**config.mk**
```make
export PLATFORM = sky130hd
export DESIGN_NAME = snoop_bus_ctrl
export DESIGN_NICKNAME = d
export VERILOG_FILES = /design/src/rtl/snoop_bus_pkg.sv /design/src/rtl/snoop_bus_arb.sv /design/src/rtl/snoop_bus_ctrl.sv
export SDC_FILE = /design/constraint.sdc
export NUM_CORES = 2
export LEC_CHECK = 0
export BUFFER_PORTS_ARGS = -buffer_cell sky130_fd_sc_hd__buf_2
export CAP_MARGIN = 25
export CELL_PAD_IN_SITES_DETAIL_PLACEMENT = 0
export CELL_PAD_IN_SITES_GLOBAL_PLACEMENT = 1
export CORE_ASPECT_RATIO = 1.2
export CORE_MARGIN = 4
export CORE_UTILIZATION = 30
export CTS_CLUSTER_DIAMETER = 30
export DETAILED_ROUTE_END_ITERATION = 8
export GPL_ROUTABILITY_DRIVEN = 1
export GPL_TIMING_DRIVEN = 0
export PLACE_DENSITY = 0.55
export SYNTH_ARGS = -nofsm -noshare
export SYNTH_HDL_FRONTEND = slang
export SYNTH_SLANG_ARGS = --single-unit
```
**constraint.sdc**
```tcl
create_clock -name clk -period 3 [get_ports clk]
set_clock_uncertainty 0.1 [all_clocks]
set_input_delay 0.6 -clock clk [delete_from_list [all_inputs] [get_ports clk]]
set_output_delay 0.6 -clock clk [all_outputs]
set_load 0.1 [all_outputs]
```
**src/rtl/snoop_bus_pkg.sv**
```systemverilog
// Shared encodings for the two-cache MSI snoop bus controller.
// Holds the request opcodes, FSM states and default bus widths.
package snoop_bus_pkg;

    localparam int ADDR_W_DEF = 6;
    localparam int DATA_W_DEF = 32;

    typedef enum logic [1:0] {
        OP_GETS = 2'b00,
        OP_GETM = 2'b01,
        OP_INV  = 2'b10,
        OP_PUTM = 2'b11
    } op_e;

    typedef enum logic [1:0] {
        IDLE,
        SNOOP,
        MEM,
        RESP
    } state_e;

endpackage

```
**src/rtl/snoop_bus_arb.sv**
```systemverilog
// Two-way round-robin arbiter: grants the first valid requester from rr_ptr,
// then points rr_ptr away from the winner once the grant is taken.
module snoop_bus_arb (
    input  logic       clk,
    input  logic       reset,
    input  logic [1:0] req,
    input  logic       enable,
    input  logic       advance,
    output logic [1:0] gnt
);

    logic rr_ptr;
    logic win;
    logic any;

    always_comb begin
        gnt = '0;
        win = rr_ptr;
        any = 1'b0;
        if (req[rr_ptr]) begin
            win = rr_ptr;
            any = 1'b1;
        end else if (req[~rr_ptr]) begin
            win = ~rr_ptr;
            any = 1'b1;
        end
        if (enable && any) begin
            gnt[win] = 1'b1;
        end
    end

    always_ff @(posedge clk) begin
        if (reset) begin
            rr_ptr <= 1'b0;
        end else if (advance && (|gnt)) begin
            rr_ptr <= ~win;
        end
    end

endmodule

```
**src/rtl/snoop_bus_ctrl.sv**
```systemverilog
// Shared-bus responder and backing memory for two MSI snoopy caches:
// arbitrates requests, snoops the peer, sources data, answers the requester.
module snoop_bus_ctrl
    import snoop_bus_pkg::*;
#(
    parameter int ADDR_W        = ADDR_W_DEF,
    parameter int DATA_W        = DATA_W_DEF,
    parameter int MEM_LAT       = 2,
    parameter int SNOOP_TIMEOUT = 4
) (
    input  logic                   clk,
    input  logic                   reset,
    input  logic [1:0]             req_valid,
    input  logic [1:0][1:0]        req_op,
    input  logic [1:0][ADDR_W-1:0] req_addr,
    input  logic [1:0][DATA_W-1:0] req_data,
    output logic [1:0]             req_gnt,
    output logic [1:0]             resp_valid,
    output logic [DATA_W-1:0]      resp_data,
    output logic                   resp_shared,
    output logic [1:0]             snoop_valid,
    output logic [1:0]             snoop_op,
    output logic [ADDR_W-1:0]      snoop_addr,
    input  logic [1:0]             snoop_ack,
    input  logic [1:0]             snoop_hit,
    input  logic [1:0]             snoop_dirty,
    input  logic [1:0][DATA_W-1:0] snoop_data
);

    localparam int unsigned DEPTH   = 1 << ADDR_W;
    localparam int          CNT_MAX = (MEM_LAT > SNOOP_TIMEOUT) ? MEM_LAT : SNOOP_TIMEOUT;
    localparam int          CNT_W   = $clog2(CNT_MAX + 1);

    state_e              state, state_next;
    logic                id_q;
    op_e                 op_q;
    logic [ADDR_W-1:0]   addr_q;
    logic [DATA_W-1:0]   wdata_q;
    logic [DATA_W-1:0]   rdata_q;
    logic                hit_q;
    logic [CNT_W-1:0]    cnt;
    logic [DATA_W-1:0]   mem [DEPTH];

    logic accept;
    logic ack_take;
    logic win;
    logic peer;
    logic snoop_last;
    logic mem_last;

    assign win        = req_gnt[1];
    assign peer       = ~id_q;
    assign snoop_last = (cnt == CNT_W'(SNOOP_TIMEOUT - 1));
    assign mem_last   = (cnt == CNT_W'(MEM_LAT - 1));

    snoop_bus_arb u_arb (
        .clk     (clk),
        .reset   (reset),
        .req     (req_valid),
        .enable  ((state == IDLE) && !reset),
        .advance (accept),
        .gnt     (req_gnt)
    );

    always_comb begin
        state_next  = state;
        accept      = 1'b0;
        ack_take    = 1'b0;
        resp_valid  = '0;
        resp_data   = '0;
        resp_shared = 1'b0;
        snoop_valid = '0;
        snoop_op    = '0;
        snoop_addr  = '0;
        case (state)
            IDLE: begin
                if (|req_gnt) begin
                    accept     = 1'b1;
                    state_next = (op_e'(req_op[win]) == OP_PUTM) ? MEM : SNOOP;
                end
            end
            SNOOP: begin
                snoop_valid[peer] = 1'b1;
                snoop_op          = op_q;
                snoop_addr        = addr_q;
                // Only the snooped peer's ack counts; a dirty reply bypasses memory.
                if (snoop_ack[peer]) begin
                    ack_take   = 1'b1;
                    state_next = (snoop_dirty[peer] || op_q == OP_INV) ? RESP : MEM;
                end else if (snoop_last) begin
                    state_next = (op_q == OP_INV) ? RESP : MEM;
                end
            end
            MEM: begin
                if (mem_last) begin
                    state_next = RESP;
                end
            end
            RESP: begin
                resp_valid[id_q] = 1'b1;
                if (op_q == OP_GETS || op_q == OP_GETM) begin
                    resp_data = rdata_q;
                end
                resp_shared = hit_q && (op_q == OP_GETS);
                state_next  = IDLE;
            end
            default: state_next = IDLE;
        endcase
    end

    always_ff @(posedge clk) begin
        if (reset) begin
            state   <= IDLE;
            id_q    <= 1'b0;
            op_q    <= OP_GETS;
            addr_q  <= '0;
            wdata_q <= '0;
            rdata_q <= '0;
            hit_q   <= 1'b0;
            cnt     <= '0;
            for (int unsigned i = 0; i < DEPTH; i++) begin
                mem[i[ADDR_W-1:0]] <= '0;
            end
        end else begin
            state <= state_next;
            cnt   <= (state_next != state) ? '0 : cnt + 1'b1;
            if (accept) begin
                id_q    <= win;
                op_q    <= op_e'(req_op[win]);
                addr_q  <= req_addr[win];
                wdata_q <= req_data[win];
                hit_q   <= 1'b0;
                rdata_q <= '0;
            end
            if (ack_take) begin
                hit_q <= snoop_hit[peer];
                if (snoop_dirty[peer]) begin
                    mem[addr_q] <= snoop_data[peer];
                    rdata_q     <= snoop_data[peer];
                end
            end
            if (state == MEM && mem_last) begin
                if (op_q == OP_PUTM) begin
                    mem[addr_q] <= wdata_q;
                end else begin
                    rdata_q <= mem[addr_q];
                end
            end
        end
    end

endmodule

```
# Word-level counts from Yosys, hierarchy flattened
# Memories as Yosys holds them, arrays and structs flattened. A register that Yosys moved wholly into a read port is not among the register bits.
# Index checks and enable logic that the tools add are counted.
[classes]
muxes = 71
n_reduce_logical = 17
magnitude_cmp = 9
n_addsub = 1
bitwise = 4
n_eq_ne = 10
[ops]
columns = ["operator", "n"]
rows = [
  ["32-bit two-way mux", 13],
  ["1-bit two-way mux", 37],
  ["6-bit two-way mux", 6],
  ["32-bit OR reduction", 1],
  ["2-bit two-way mux", 11],
  ["1-bit by 2-bit less-than comparator with 1-bit output, second input constant", 6],
  ["2-bit == test, second input constant", 5],
  ["1-bit logical AND", 8],
  ["2-bit one-hot mux with 4 select lines", 1],
  ["2-bit by 1-bit == test with 1-bit output, second input constant", 2],
  ["2-bit zero test", 2],
  ["2-bit OR reduction", 2],
  ["3-bit by 1-bit adder with 3-bit output, second input constant", 1],
  ["1-bit demux with 1-bit select", 3],
  ["3-bit by 1-bit == test with 1-bit output, second input constant", 1],
  ["3-bit by 2-bit == test with 1-bit output, second input constant", 1],
  ["1-bit >= comparator, second input constant", 3],
  ["1-bit NOT", 3],
  ["1-bit logical OR", 2],
  ["2-bit inequality test", 1],
  ["2-bit nonzero test", 1],
  ["1-bit zero test", 1],
  ["1-bit bitwise OR", 1],
]
[word_totals]
elab_cells = 122
out_inout_bits = 47
regBits = 80
memories = 1
inputBits = 154
ramBits = 2048
[memory_table]
columns = ["memory", "depth", "width", "read_ports", "rd_clocked_by_memory_dff", "write_ports", "line_no", "rtl"]
rows = [
  ["mem", 64, 32, 1, 1, 64, "snoop_bus_ctrl.sv:42", "logic [DATA_W-1:0] mem [DEPTH];"],
]

# Depth between registers and ports, before layout
[logic_depth]
depth_word = 18
mapped_depth = 11
depth_no_buf = 7

# By module
# Synthesis repeated with hierarchy kept, for this count alone.
[unflattened]
hier_cells = 6379
area_unflattened_um2 = 93340.8
[by_module_without_submodules]
columns = ["module", "cells_each", "n_inst", "seq_area_each_um2", "area_each_um2"]
rows = [
  ["snoop_bus_ctrl", 6370, 1, 63200.6, 93275.7],
  ["snoop_bus_arb", 9, 1, 20.0, 65.1],
]

# Least setup slack after synthesis
# Ideal clock, no wire load.
[synth_timing]
path_kind = "flip-flop to output port"
startpoint = "reg state[0]"
endpoint = "out resp_shared"
required_ps = 2300
path_slack_ps = -1326
arrival_time_ps = 3626
n_path_buf = 1
path_stages_with_launch = 4
cell_sequence = "dfxtp_1 buf_2 nand2_1 nor4b_1"
[synth_via]
elab_chain_cells = 2
[synth_rtl]
columns = ["item", "line_no", "rtl"]
rows = [
  ["start: declaration", "snoop_bus_ctrl.sv:34", "state_e state, state_next;"],
  ["start signal: assignment", "snoop_bus_ctrl.sv:125", "state <= state_next;"],
  ["2-bit == test", "snoop_bus_ctrl.sv:75", "case (state)"],
  ["1-bit two-way mux", "snoop_bus_ctrl.sv:75", ""],
  ["end: declaration", "snoop_bus_ctrl.sv:20", "output logic resp_shared,"],
]
# Every way passes these cells.

==> summary.md <==
| Metric | Value |
|---|---|
| Port bufs | `199` |
| Average wire per standard cell | `approximately 38 µm` |
| Crit path required time | `3.67 ns` |
| CTS tree | `done` |
| Crit-path max cell delay | `0.65 ns` |
| Slowest CP cell | `mux4_2` |
| Outcome | `finished, violations left` |
| Non-filler cells, final | `~12k` |
| Layout area overhead | `36.5%` |
| Combinational family with the most area after synthesis | `multiplexers` |
| Final Wtd Congestion | `0.999` |
| Initial Utilization | `0.301` |
| Most frequent cells in the layout | `nor2_1 (2136), edfxtp_1 (2048), mux4_2 (518), clkbuf_16 (500), buf_2 (275)` |
| Worst r2r dst | `rdata_q[4]$_SDFF_PP0_` |
| Syn_area_per_cell | `14.4 µm²` |
| First-pass GRT wire length | `588000 µm` |
| Synth Flop Type | `edfxtp_1` |
| Final hold vios | `0` |
| MaxCap Viol Count | `0` |
| Final setup violation count | `134` |
| Post-Synth XOR/XNOR Area | `0` |
| Vias in the first global route | `roughly 65k` |
| Clock Sinks | `2134` |
| Yosys cell types | `60` |
| # nets final | `7601` |
| Post-synth top area cell | `edfxtp_1` |
| Worst setup EP type | `register` |
| Least-Margin Pin Slew | `1.17 ns` |
| Starting DRT DRC Count | `9606` |
| Synth top area share | `0.670` |
| Die Ht | `between 600 and 700 µm` |
| CP most frequent cell | `buf_16` |
| Drt pass-1 iters | `9` |
| Comb power frac | `0.123` |
| R2R setup slack | `-0.14 ns` |
| Synthesized net count | `6519` |
| Worst Hold Class | `in -> reg` |
| Total global-route track usage | `0.279` |
| H-tree depth | `5` |
| Register area share after synthesis | `0.689` |
| Sequential power share | `0.351` |
| Chip width | `513 µm` |
| Synth area leaders | `edfxtp_1 (67%), mux4_2 (13%), nor2_1 (8.8%)` |
| Slew margin rel. | `0.222` |
| Crit path DAT | `3.81 ns` |
| Worst-path clk slew | `roughly 0.040 ns` |
| Simple-gate share of the synthesized area | `0.108` |
| Power per cell area | `approximately 780 nW/µm²` |
| Final setup margin | `-0.141 ns` |
| CTS Buf Count | `470` |
| FF-to-FF path depth | `9` |
| RSZ-0062 raised after global routing | `yes` |
| Minimum clock period | `3.14 ns` |
| Fin crit share | `1.05` |
| Slew Limit Fails | `0` |
| Most common cell after layout, fill and taps aside | `nor2_1` |
| Via density | `5.61` |
| Adder-Cell Fraction of Synth Area | `0.000409` |
| WL final | `around 460000 µm` |
| Mapped Area | `91800 µm²` |
| HP Start | `req_op[2]` |
| Std-Cell Rows | `222` |
| CP Max Fanout | `10` |
| Max clock buf depth | `4` |
| DR vias | `~67k` |
| Remaining DRCs | `1` |
| Antenna Nets Post-Route | `0` |
| Leakage | `45.2 nW` |
| Async set or reset register ratio after synthesis | `0` |
| Post-synthesis mux area share | `0.138` |
| Crit path cell chain | `buf_12 > buf_16 > buf_16 > buf_8 > mux4_2 > a22oi_2 > o2111ai_1 > o21ai_1 > a211oi_1` |
| Antenna violations before repair | `23` |
| Multi-input gate area | `28800 µm²` |
| GRT overflow | `0` |
| Hold Path End | `state[0]$_SDFF_PP0_` |
| Critical path launch point type | `register` |
| Worst vdd ir | `0.547 mV` |
| Failing checks | `DRC, setup timing` |
| Internal | `0.0716 W` |
| Root Driver | `clkbuf_16` |
| Compound-Gate Fraction of Synth Area | `0.0346` |
| Placed Cells | `approximately 11k` |
| # IOs | `201` |
| WHS Path Cells | `4` |
| Final HPWL DP | `around 330000 µm` |
| Yosys warns | `0` |
| Setup CP Type | `reg -> reg` |
| Core box area | `between 300000 and 400000 µm²` |
| Largest net degree at the start of global routing | `33` |
| Share of layout cells above drive strength 1 | `0.340` |
| EDFF count, synth | `2048` |
| Clock latency on the worst-skew pair | `0.94 ns` |
| Die ar. | `315000 µm²` |
| Register area | `between 60000 and 70000 µm²` |
| Sw frac | `0.265` |
| Net Sw Power | `0.0258 W` |
| Post-layout util | `0.411` |
| Cell count after synthesis | `6362` |
| Clock Power Share | `0.526` |
| Final Power | `0.0974 W` |
| Max Freq | `318 MHz` |
| Synth Register Bits | `2134` |
| Fill count | `between 20k and 30k` |
stage by stage:
step	setup WS [ns]	hold slack [ns]	area (µm²)	TNS (ns)
after floorplan	-0.202	0.321	91900	-71.27
after global placement	-3.71	0.339	98000	-
after detailed placement	-2.02	0.344	101000	-5793.19
after CTS	-0.333	0.0298	123000	-198.12
after global routing	-0.0686	0.0957	125000	-5.28
final	-0.141	0.0554	125000	-3.06
cell usage after synthesis (4+ instances only):
library cell	instances
o21ai_0	7
buf_2	209
and3_1	8
nand4_1	8
dfxtp_1	86
o21ai_2	6
nor4_1	6
buf_1	26
nor3b_2	5
mux2i_1	91
a211oi_1	31
edfxtp_1	2048
mux2_2	9
a311oi_1	28
and2_1	42
a21oi_1	78
mux4_2	518
nor3_1	11
o211ai_1	27
a31oi_1	4
and3b_1	5
nand3_1	12
a22oi_1	177
nand2_1	246
nor2b_1	7
nand3b_1	4
inv_1	6
clkbuf_1	390
o21ai_1	23
nor2_1	2142
buf_4	12
nor3b_1	4
or2_2	4
nand2b_1	5
a222oi_1	34
per-layer routing:
| metal | routed length [µm] | vias to the layer above | track usage |
|---|---|---|---|
| met5 | 39 | - | 0 |
| met4 | 43600 | 6 | 0.224 |
| met3 | 44600 | 1107 | 0.0665 |
| met2 | 208000 | 4506 | 0.436 |
| met1 | 159000 | 35100 | 0.330 |
| li1 | - | 26000 | - |
power groups by stage:
stage	clock (W)	combinational, W	sequential (W)
detailed placement	0	0.0102	0.0347
CTS	0.0513	0.0112	0.0341
global route	0.0529	0.0119	0.0342
floorplan	0	0.00434	0.0344
finish	0.0513	0.0120	0.0342
global placement	0	0.00954	0.0346
worst max-delay path: cells and delay by family, from the launching register on:
kind | cells | cell delay [ns]
compound gates | 4 | 1.01
buf+inv | 4 | 0.79
mux | 1 | 0.65
flops | 1 | 0.34
logic make-up after synthesis:
logic type,after synthesis
adder cells (fa/ha/maj),3
flip-flops,2134
multiplexers,620
AO/OA/AOI/OAI,438
buffers and inverters,644
AND/OR/NAND/NOR,2523
final cells by class:
| type | count | share of cell area |
|---|---|---|
| Antenna cell | 15 | 0.000300 |
| Timing Repair Buffer | 609 | 0.0615 |
| Multi-Input combinational cell | 3604 | 0.230 |
| Sequential cell | 2134 | 0.505 |
| Tap cell | 4032 | 0.0403 |
| Clock inverter | 322 | 0.0281 |
| Buffer | 619 | 0.0379 |
| Clock buffer | 543 | 0.0970 |
| Inverter | 6 | 0.000180 |
how the worst max path moves through the flow:
| stage | slack (ns) | depth (start not counted) | endpoint |
|---|---|---|---|
| CTS | -0.33 | 5 | req_gnt[1] |
| floorplan | -0.20 | 6 | mem[37][0]$_SDFFCE_PN0P_ |
| global route | -0.07 | 13 | mem[39][1]$_SDFFCE_PN0P_ |
| detailed placement | -2.02 | 8 | mem[47][10]$_SDFFCE_PN0P_ |
| global placement | -3.71 | 6 | mem[23][16]$_SDFFCE_PN0P_ |
| finish | -0.14 | 9 | rdata_q[4]$_SDFF_PP0_ |
registers in the layout (all words and copies together), names as in the netlist, named ones only:
| signal | count |
|---|---|
| addr_q | 6 |
| cnt | 3 |
| hit_q | 1 |
| id_q | 1 |
| mem | 2048 |
| op_q | 2 |
| rdata_q | 32 |
| state | 2 |
| u_arb.rr_ptr | 1 |
| wdata_q | 32 |
repair_timing:
action,4_1_cts,5_1_grt
endpoints found under the setup margin,4174,3463
hold buffers,80,0
hold endpoints to repair,45,0
gates resized for setup,991,678
pin swaps,39,44
cloned,25,26
buffers inserted,91,70
Note: power is estimated with default switching activity, not from simulation.
